[config.mk]
export PLATFORM = sky130hd
export DESIGN_NAME = fft_iter
export DESIGN_NICKNAME = d
export VERILOG_FILES = /design/src/rtl/fft_iter.sv
export SDC_FILE = /design/constraint.sdc
export NUM_CORES = 2
export LEC_CHECK = 0
export ABC_AREA = 1
export CAP_MARGIN = 25
export CELL_PAD_IN_SITES_DETAIL_PLACEMENT = 2
export CELL_PAD_IN_SITES_GLOBAL_PLACEMENT = 2
export CORE_MARGIN = 2
export CORE_UTILIZATION = 31
export DETAILED_ROUTE_END_ITERATION = 7
export PLACE_DENSITY_LB_ADDON = 0.15
export SLEW_MARGIN = 20
export SYNTH_ARGS = -nofsm -noshare
export SYNTH_HDL_FRONTEND = slang
export SYNTH_SLANG_ARGS = --single-unit
export TNS_END_PERCENT = 30
[constraint.sdc]
create_clock -name clk -period 32.7 [get_ports clk]
set_input_delay 8.175 -clock clk [delete_from_list [all_inputs] [get_ports clk]]
set_output_delay 8.175 -clock clk [all_outputs]
set_load 0.005 [all_outputs]
[src/rtl/fft_iter.sv]
// fft_iter: iterative in-place radix-2 DIT FFT, one butterfly per cycle, streaming I/O.
// Define FFT_STAGE_SCALE_EN to halve every butterfly output (overall gain 1/N).
module fft_iter #(
  parameter int N   = 8,
  parameter int DW  = 16,
  parameter int TWF = 8
) (
  input  logic                 clk,
  input  logic                 rst,
  input  logic                 in_valid,
  output logic                 in_ready,
  input  logic signed [DW-1:0] in_real,
  input  logic signed [DW-1:0] in_imag,
  output logic                 out_valid,
  input  logic                 out_ready,
  output logic signed [DW-1:0] out_real,
  output logic signed [DW-1:0] out_imag,
  output logic                 out_last,
  output logic                 busy,
  output logic                 ovf
);
  localparam int  LG = $clog2(N);
  localparam int  BW = LG - 1;
  localparam int  CW = LG + 1;
  localparam int  TW = TWF + 2;
  localparam int  PW = DW + TW + 1;
  localparam int  YW = DW + 2;
  localparam real PI = 3.14159265358979323846;
  localparam logic signed [PW-1:0] RND   = PW'(1) <<< (TWF - 1);
  localparam logic signed [YW-1:0] Y_MAX = YW'((2 ** (DW - 1)) - 1);
  localparam logic signed [YW-1:0] Y_MIN = -Y_MAX - YW'(1);

  typedef enum logic [1:0] {S_LOAD, S_CALC, S_UNLOAD} state_e;

  state_e               state_q, state_d;
  logic [CW-1:0]        cnt_q, cnt_d;
  logic [LG-1:0]        stage_q, stage_d;
  logic [BW-1:0]        bfly_q, bfly_d;
  logic                 ovf_q, ovf_d;
  logic                 out_valid_q, out_valid_d;
  logic                 out_last_q, out_last_d;
  logic signed [DW-1:0] out_real_q, out_real_d;
  logic signed [DW-1:0] out_imag_q, out_imag_d;

  logic signed [DW-1:0] mem_re_q [N];
  logic signed [DW-1:0] mem_im_q [N];
  logic signed [TW-1:0] tw_re [N/2];
  logic signed [TW-1:0] tw_im [N/2];

  logic [BW-1:0]        mask, tw_lo, tw_idx;
  logic [LG-1:0]        addr_a, addr_b, load_addr;
  logic signed [DW-1:0] a_re, a_im, b_re, b_im;
  logic signed [TW-1:0] w_re, w_im;
  logic signed [PW-1:0] p_re, p_im;
  logic signed [YW-1:0] t_re, t_im, y1_re, y1_im, y2_re, y2_im;
  logic signed [DW-1:0] r1_re, r1_im, r2_re, r2_im;
  logic                 clip, load_we, calc_we;

  // Twiddle ROM: W_k = exp(-j*2*pi*k/N), rounded to nearest at elaboration.
  for (genvar gi = 0; gi < N / 2; gi++) begin : g_tw
    localparam real ANG = 2.0 * PI * gi / N;
    localparam real CR  = $cos(ANG) * (2.0 ** TWF);
    localparam real SR  = -$sin(ANG) * (2.0 ** TWF);
    localparam int  CI  = (CR >= 0.0) ? $rtoi(CR + 0.5) : -$rtoi(0.5 - CR);
    localparam int  SI  = (SR >= 0.0) ? $rtoi(SR + 0.5) : -$rtoi(0.5 - SR);
    assign tw_re[gi] = TW'(CI);
    assign tw_im[gi] = TW'(SI);
  end

  function automatic logic [LG-1:0] bitrev(input logic [LG-1:0] v);
    logic [LG-1:0] r;
    for (int b = 0; b < LG; b++) r[b] = v[LG-1-b];
    return r;
  endfunction

  function automatic logic clipped(input logic signed [YW-1:0] y);
    return (y > Y_MAX) || (y < Y_MIN);
  endfunction

  function automatic logic signed [DW-1:0] sat(input logic signed [YW-1:0] y);
    if (y > Y_MAX) return DW'(Y_MAX);
    if (y < Y_MIN) return DW'(Y_MIN);
    return DW'(y);
  endfunction

  assign load_addr = bitrev(cnt_q[LG-1:0]);

  // Butterfly j of stage s pairs (a, a+2^s): a is j with a zero inserted at bit s.
  always_comb begin
    mask   = (BW'(1) << stage_q) - BW'(1);
    tw_lo  = bfly_q & mask;
    addr_a = {bfly_q & ~mask, 1'b0} | {1'b0, tw_lo};
    addr_b = addr_a | (LG'(1) << stage_q);
    tw_idx = tw_lo << (LG - 1 - stage_q);
    a_re   = mem_re_q[addr_a];
    a_im   = mem_im_q[addr_a];
    b_re   = mem_re_q[addr_b];
    b_im   = mem_im_q[addr_b];
    w_re   = tw_re[tw_idx];
    w_im   = tw_im[tw_idx];
    p_re   = PW'(b_re) * PW'(w_re) - PW'(b_im) * PW'(w_im);
    p_im   = PW'(b_re) * PW'(w_im) + PW'(b_im) * PW'(w_re);
    t_re   = YW'((p_re + RND) >>> TWF);
    t_im   = YW'((p_im + RND) >>> TWF);
    y1_re  = YW'(a_re) + t_re;
    y1_im  = YW'(a_im) + t_im;
    y2_re  = YW'(a_re) - t_re;
    y2_im  = YW'(a_im) - t_im;
`ifdef FFT_STAGE_SCALE_EN
    y1_re  = (y1_re + YW'(1)) >>> 1;
    y1_im  = (y1_im + YW'(1)) >>> 1;
    y2_re  = (y2_re + YW'(1)) >>> 1;
    y2_im  = (y2_im + YW'(1)) >>> 1;
`else
`endif
    r1_re  = sat(y1_re);
    r1_im  = sat(y1_im);
    r2_re  = sat(y2_re);
    r2_im  = sat(y2_im);
    clip   = clipped(y1_re) | clipped(y1_im) | clipped(y2_re) | clipped(y2_im);
  end

  // NOTE: every signal written here gets a default first, so no path can infer a latch.
  always_comb begin
    state_d     = state_q;
    cnt_d       = cnt_q;
    stage_d     = stage_q;
    bfly_d      = bfly_q;
    ovf_d       = ovf_q;
    out_valid_d = out_valid_q;
    out_last_d  = out_last_q;
    out_real_d  = out_real_q;
    out_imag_d  = out_imag_q;
    load_we     = 1'b0;
    calc_we     = 1'b0;
    case (state_q)
      S_LOAD: begin
        if (in_valid) begin
          load_we = 1'b1;
          if (cnt_q == '0) ovf_d = 1'b0;
          if (cnt_q == CW'(N - 1)) begin
            cnt_d   = '0;
            state_d = S_CALC;
          end else begin
            cnt_d = cnt_q + CW'(1);
          end
        end
      end
      S_CALC: begin
        calc_we = 1'b1;
        if (clip) ovf_d = 1'b1;
        if (bfly_q == BW'(N / 2 - 1)) begin
          bfly_d = '0;
          if (stage_q == LG'(LG - 1)) begin
            stage_d = '0;
            state_d = S_UNLOAD;
          end else begin
            stage_d = stage_q + LG'(1);
          end
        end else begin
          bfly_d = bfly_q + BW'(1);
        end
      end
      S_UNLOAD: begin
        // Registered output stage: fetch the next bin whenever the slot is empty or draining.
        if (out_valid_q && out_ready) begin
          out_valid_d = 1'b0;
          if (out_last_q) begin
            out_last_d = 1'b0;
            cnt_d      = '0;
            state_d    = S_LOAD;
          end
        end
        if (cnt_q < CW'(N) && (!out_valid_q || out_ready)) begin
          out_valid_d = 1'b1;
          out_real_d  = mem_re_q[cnt_q[LG-1:0]];
          out_imag_d  = mem_im_q[cnt_q[LG-1:0]];
          out_last_d  = (cnt_q == CW'(N - 1));
          cnt_d       = cnt_q + CW'(1);
        end
      end
      default: state_d = S_LOAD;
    endcase
  end

  // NOTE: sequential state uses non-blocking assignments so all registers update together.
  always_ff @(posedge clk or posedge rst) begin
    if (rst) begin
      state_q     <= S_LOAD;
      cnt_q       <= '0;
      stage_q     <= '0;
      bfly_q      <= '0;
      ovf_q       <= 1'b0;
      out_valid_q <= 1'b0;
      out_last_q  <= 1'b0;
      out_real_q  <= '0;
      out_imag_q  <= '0;
    end else begin
      state_q     <= state_d;
      cnt_q       <= cnt_d;
      stage_q     <= stage_d;
      bfly_q      <= bfly_d;
      ovf_q       <= ovf_d;
      out_valid_q <= out_valid_d;
      out_last_q  <= out_last_d;
      out_real_q  <= out_real_d;
      out_imag_q  <= out_imag_d;
    end
  end

  // NOTE: the sample arrays are cleared on reset, which forces them into flops rather than RAM.
  always_ff @(posedge clk or posedge rst) begin
    if (rst) begin
      for (int idx = 0; idx < N; idx++) begin
        mem_re_q[idx] <= '0;
        mem_im_q[idx] <= '0;
      end
    end else if (load_we) begin
      mem_re_q[load_addr] <= in_real;
      mem_im_q[load_addr] <= in_imag;
    end else if (calc_we) begin
      mem_re_q[addr_a] <= r1_re;
      mem_im_q[addr_a] <= r1_im;
      mem_re_q[addr_b] <= r2_re;
      mem_im_q[addr_b] <= r2_im;
    end
  end

  assign in_ready  = (state_q == S_LOAD);
  assign busy      = (state_q == S_CALC) || (state_q == S_UNLOAD);
  assign ovf       = ovf_q;
  assign out_valid = out_valid_q;
  assign out_last  = out_last_q;
  assign out_real  = out_real_q;
  assign out_imag  = out_imag_q;

endmodule

[After elaboration in Yosys (flattened, before gate mapping)]
Cells that the tools add are included.
Word-level totals
  flip-flop bits (word level): 302
  input bits: 36
  output and inout bits: 37
  logic and storage cells: 207
Cells by class
  add/sub/neg operators: 13
  multipliers: 4
  $lt $le $gt $ge: 17
  equality and inequality tests: 15
  shift-type cells: 3
  mux-type cells: 93
  bitwise gates (word level): 13
  reduce and logical (&&, ||, !) cells: 24
Operators with widths (number)
  $bwmux 128: 6
  $mux 128: 4
  $mux 16: 31
  $bmux 16 s3: 6
  $demux 16 s3: 3
  $mul 16x10->26: 4
  $gt 18x16->1 const B: 4
  $lt 18x16->1 const B: 4
  $add 26x9->26 const B: 2
  $bmux 10 s2: 2
  $mux 10: 4
  $add 16x18->18: 2
  $sub 16x18->18: 2
  $shl 2x32->2: 1
  $add 26x26->26: 1
  $sub 26x26->26: 1
  $mux 1: 21
  $mux 4: 5
  $ge 4x4->1 const B: 4
  $not 3->4: 4
  $mux 2: 7
  $lt 4x1->1 const B: 3
  $ne 2x2->1 const B: 6
  $pmux 4 s2: 1
  other kinds (33): 54

[Depth between registers and ports, before layout]
  depth after elaboration: 23
  depth in mapped cells: 70
  mapped depth without buffers: 67

[Worst setup path before layout]
OpenSTA, ideal clock, no wires.
  path kind: register to register
  start point: register stage_q[0]
  end point: register mem_re_q[112] (netlist bit)
  library setup time: 0.122 ns
  data arrival time: 10.296 ns
  slack: 22.282 ns
  stages on the path, launching flop included: 59
  period minus slack after synthesis: 10.418 ns
  cells stage by stage: dfrtp_1 > inv_1 > ha_1 > nand2_2 > nand2_4 > buf_4 > clkbuf_1 > clkbuf_1 > buf_1 > nand2_1 > o21ai_0 > nand2_1 > nand2_1 > nand2_1 > nand2_1 > nor2_1 > fa_1 > inv_1 > [... 23 more ...] > ha_1 > clkbuf_1 > inv_1 > a21oi_1 > o31ai_1 > a21oi_1 > nand2_1 > a21oi_1 > o21bai_1 > xor2_1 > or2_2 > nand2_4 > buf_6 > nand2_2 > nand2_1 > nand2_1 > nand2_1 > a21oi_1
Between the ends
  cells in the longest elaborated chain, start to end: 23
RTL lines
  start, declared: line 37  | logic [LG-1:0] stage_q, stage_d;
  start signal, assigned: line 201  | stage_q <= stage_d;
  $shl 1x3->2: line 90  | mask = (BW'(1) << stage_q) - BW'(1);
  $sub 2x2->2: line 90
  $not 2->2: line 92  | addr_a = {bfly_q & ~mask, 1'b0} | {1'b0, tw_lo};
  $and 2x2->2: line 92
  $or 3x2->3: line 92
  $or 3x3->3: line 93  | addr_b = addr_a | (LG'(1) << stage_q);
  $not 3->4 (not written as such): line 97, 98, 224
  $bmux 16 s3, on equally long branches: line 97, 98
  [... 6 more ...]
  $lt 18x16->1: line 82  | if (y < Y_MIN) return DW'(Y_MIN);
  $mux 1 (2 in series): line 82
  $mux 16: line 83  | return DW'(y);
  $mux 16: line 82
  $bwmux 128: line 222  | mem_re_q[addr_a] <= r1_re;
  $bwmux 128 *: line 224  | mem_re_q[addr_b] <= r2_re;
  $mux 128 *: line 221  | end else if (calc_we) begin
  $mux 128 *: line 218  | end else if (load_we) begin
  end signal, assigned by index: line 219  | mem_re_q[load_addr] <= in_real;
  end signal, assigned by index: line 222
  end signal, assigned by index: line 224
  end, declared: line 45  | logic signed [DW-1:0] mem_re_q [N];
Mark *: on every way between the ends. The rest lies on a longest branch, timed or not. The select of a mux whose other input is x is not followed.
A chain may end at the register's enable or synchronous reset.

[Final worst setup path]
  start point: register stage_q[0]
  end point: register mem_re_q[33] (netlist bit)
Same word-level chain as after synthesis.

==> metrics.md <==
| Metric | Value |
|---|---|
| Vias after detailed routing | 46000 |
| Vias in the first global route | 50100 |
| Arr. time, crit path | 15250 ps |
| Worst-margin pin slew | 1120 ps |
| Initial core utilization | 31.2% |
| Fraction of layout cells with a size suffix above 1 | 5.11% |
| Skew final | 19.4 ps |
| Final setup TNS | 0 ps |
| GR Util All Layers | 32.4% |
| TritonCTS clock tree | yes |
| CTS clk-pin slew, worst paths | 70 ps |
| Largest net degree at the start of global routing | 89 |
| Fill count | 16800 |
| Worst hold path class | reg2reg |
| Total grt overflow | 0 |
| Slew headroom | 25.1% |
| RSZ-0062 raised after global routing | false |
| Register area | 7570 µm² |
| Worst path max stage delay | 740 ps |
| Max Clk Rate | 67.8 MHz |
| Core ar. | 142000 µm² |
| FFs w/ async S/R, synth | 100% |
| Flop2flop setup slack | 17960 ps |
| Top_reg_cell synth | dfrtp_1 |
| Critical Path Most Common Cell | nand2_1 |
| RePlAce Congestion | 0.887 |
| Largest area contributor in the netlist | fa_1 |
| CP Launch Type | flip-flop |
| Final hold vios | 0 |
| Seq cells post-synth | 302 |
| Final ANT Viol Nets | 0 |
| Die area | 146000 µm² |
| Status | finished clean |
| Clk buf depth | 3 |
| Cell area after synthesis | 44300 µm² |
| # IOs | 73 |
| Chip height | 382 µm |
| Slowest CP cell | inv_2 |
| Syn Nets | 7188 |
| Post-CTS sizing | 0 |
| Clock Sink Count | 302 |
| Hpwl dp | 170 mm |
| H-Tree Depth | 2 |
| Syn avg cell area | 6.95 µm² |
| Synth Warn # | 0 |
| Distinct cells, synth | 53 |
| Most common cell in the netlist | nand2_1 |
| DRC errors left | 0 |
| First-pass GRT wire length | 347 mm |
| WP data required | 33210 ps |
| Share of the synthesized area in the top cell type | 21.1% |
| Iteration-0 DRC Markers | 3715 |
| Routed WL per cell | 29.0 µm |
| WP buf/inv | 9 |
| Final worst path period need | 14740 ps |
| Max-slew violation count | 0 |
| Initial antenna violation count | 5 |
| Worst path top cell family by delay | simple AND/OR/NAND/NOR gates |
| Post-synth top cells | nand2_1, inv_1, a21oi_1, nor2_1, fa_1 |
| Postcts setup bufs | 0 |
| Layout area overhead | 9.54% |
| Period utilisation layout | 45.1% |
| Port bufs | 72 |
| Setup CP Type | reg2reg |
| Post-synth EDFFs | 0 |
| Sequential area share after synthesis | 17.1% |
| Maximum Capacitance Violations | 0 |
| Area of the multi-input gates | 31700 µm² |
| Clock root cell | clkbuf_16 |
| CP max FO | 40 |
| FP Rows | 138 |
| CTS Buf Count | 40 |
| Die Width | 382 µm |
| Area contributors post-synth | fa_1, dfrtp_1, nand2_1, ha_1, inv_1 |
| Detail-routed via count per cell | 5.60 |
| Drt first pass iters | 5 |
| Clk Latency, worst-skew pair | 600 ps |
| Nets | 7108 |
| Post-Syn Instances | 6374 |
| Cts hold-fix bufs | 0 |
| Crit. End Element | flip-flop |
| Final setup fails | 0 |
| Routed WL | 238 mm |
[flip-flops by register name (all words and copies together), names as in the netlist]
| signal | cells |
|---|---|
| bfly_q | 2 |
| cnt_q | 4 |
| mem_im_q | 128 |
| mem_re_q | 128 |
| out_imag | 16 |
| out_last | 1 |
| out_real | 16 |
| out_valid | 1 |
| ovf | 1 |
| stage_q | 3 |
| state_q | 2 |
[worst paths after layout]
path                               from      endpoint  cells past startpoint
setup / recovery             stage_q[0]  mem_re_q[33]                     55
min in group asynchronous           rst  out_imag[11]                      2
max in group asynchronous           rst  mem_re_q[14]                      4
hold / removal             out_real[14]  out_real[14]                      2
setup reg to reg             stage_q[0]  mem_re_q[33]                     55
hold reg to reg            out_real[14]  out_real[14]                      2
[worst min-delay path, stage by stage (launching register included)]
cell	delay (ps)
dfrtp_1	340
nand2_1	60
o21ai_0	60
[layout by cell type, fill, tap and decap left out, types with 19 or more instances in the layout]
cell type and n:
nand2_1 1513, inv_1 1025, a21oi_1 737, nor2_1 649
fa_1 467, o21ai_0 366, ha_1 309, dfrtp_1 299
buf_4 121, nand3_1 118, xor2_1 97, clkdlybuf4s50_1 72
o22ai_1 66, nand2_2 43, nor3_1 43, clkbuf_16 41
a22oi_1 39, o211ai_1 28, o31ai_1 23, nor2_4 20
a221oi_1 19, xnor2_1 19
[area by class of cell]
class | instances | share of cell area (%)
antenna | 3 | 0.0155
clock buffer | 58 | 2.39
clock inverter | 10 | 0.206
inverter | 1057 | 8.20
multi-input combinational | 4698 | 65.3
sequential | 302 | 15.6
tap | 1890 | 4.87
timing repair buffer | 195 | 3.44
[routing by layer]
| layer | global-route usage (%) | wire length, µm | vias to the layer above |
|---|---|---|---|
| met5 | 0 | 15 | - |
| met4 | 14.3 | 12300 | 2 |
| met3 | 4.23 | 16000 | 588 |
| met2 | 53.5 | 111000 | 1733 |
| met1 | 42.2 | 99100 | 23900 |
| li1 | - | - | 19800 |
[cells by family after synthesis]
kind of cell               after synthesis  share of synthesized area, %
and+or+nand+nor                       2453                          22.3
buffers and inverters                 1374                          11.9
AOI/OAI and AO/OA                     1350                          16.6
xor gates and xnor gates               117                          2.33
adders and majority gates              778                          29.9
DFF                                    302                          17.1
[through the flow]
step	std cells	util (%)	worst slack [ps]	instance area, µm²	hold WS [ps]
CTS	8210	34.2	18150	48500	500
global route	8210	34.2	17110	48500	548
finish	8213	34.2	17960	48500	499
global placement	8137	33.3	18660	47200	467
floorplan	6374	-	16180	44300	475
detailed placement	8142	33.3	18200	47300	487
Power is left out: the tool's default activity adds up to more than one toggle a clock period on the data nets, which glitch-free logic cannot reach.
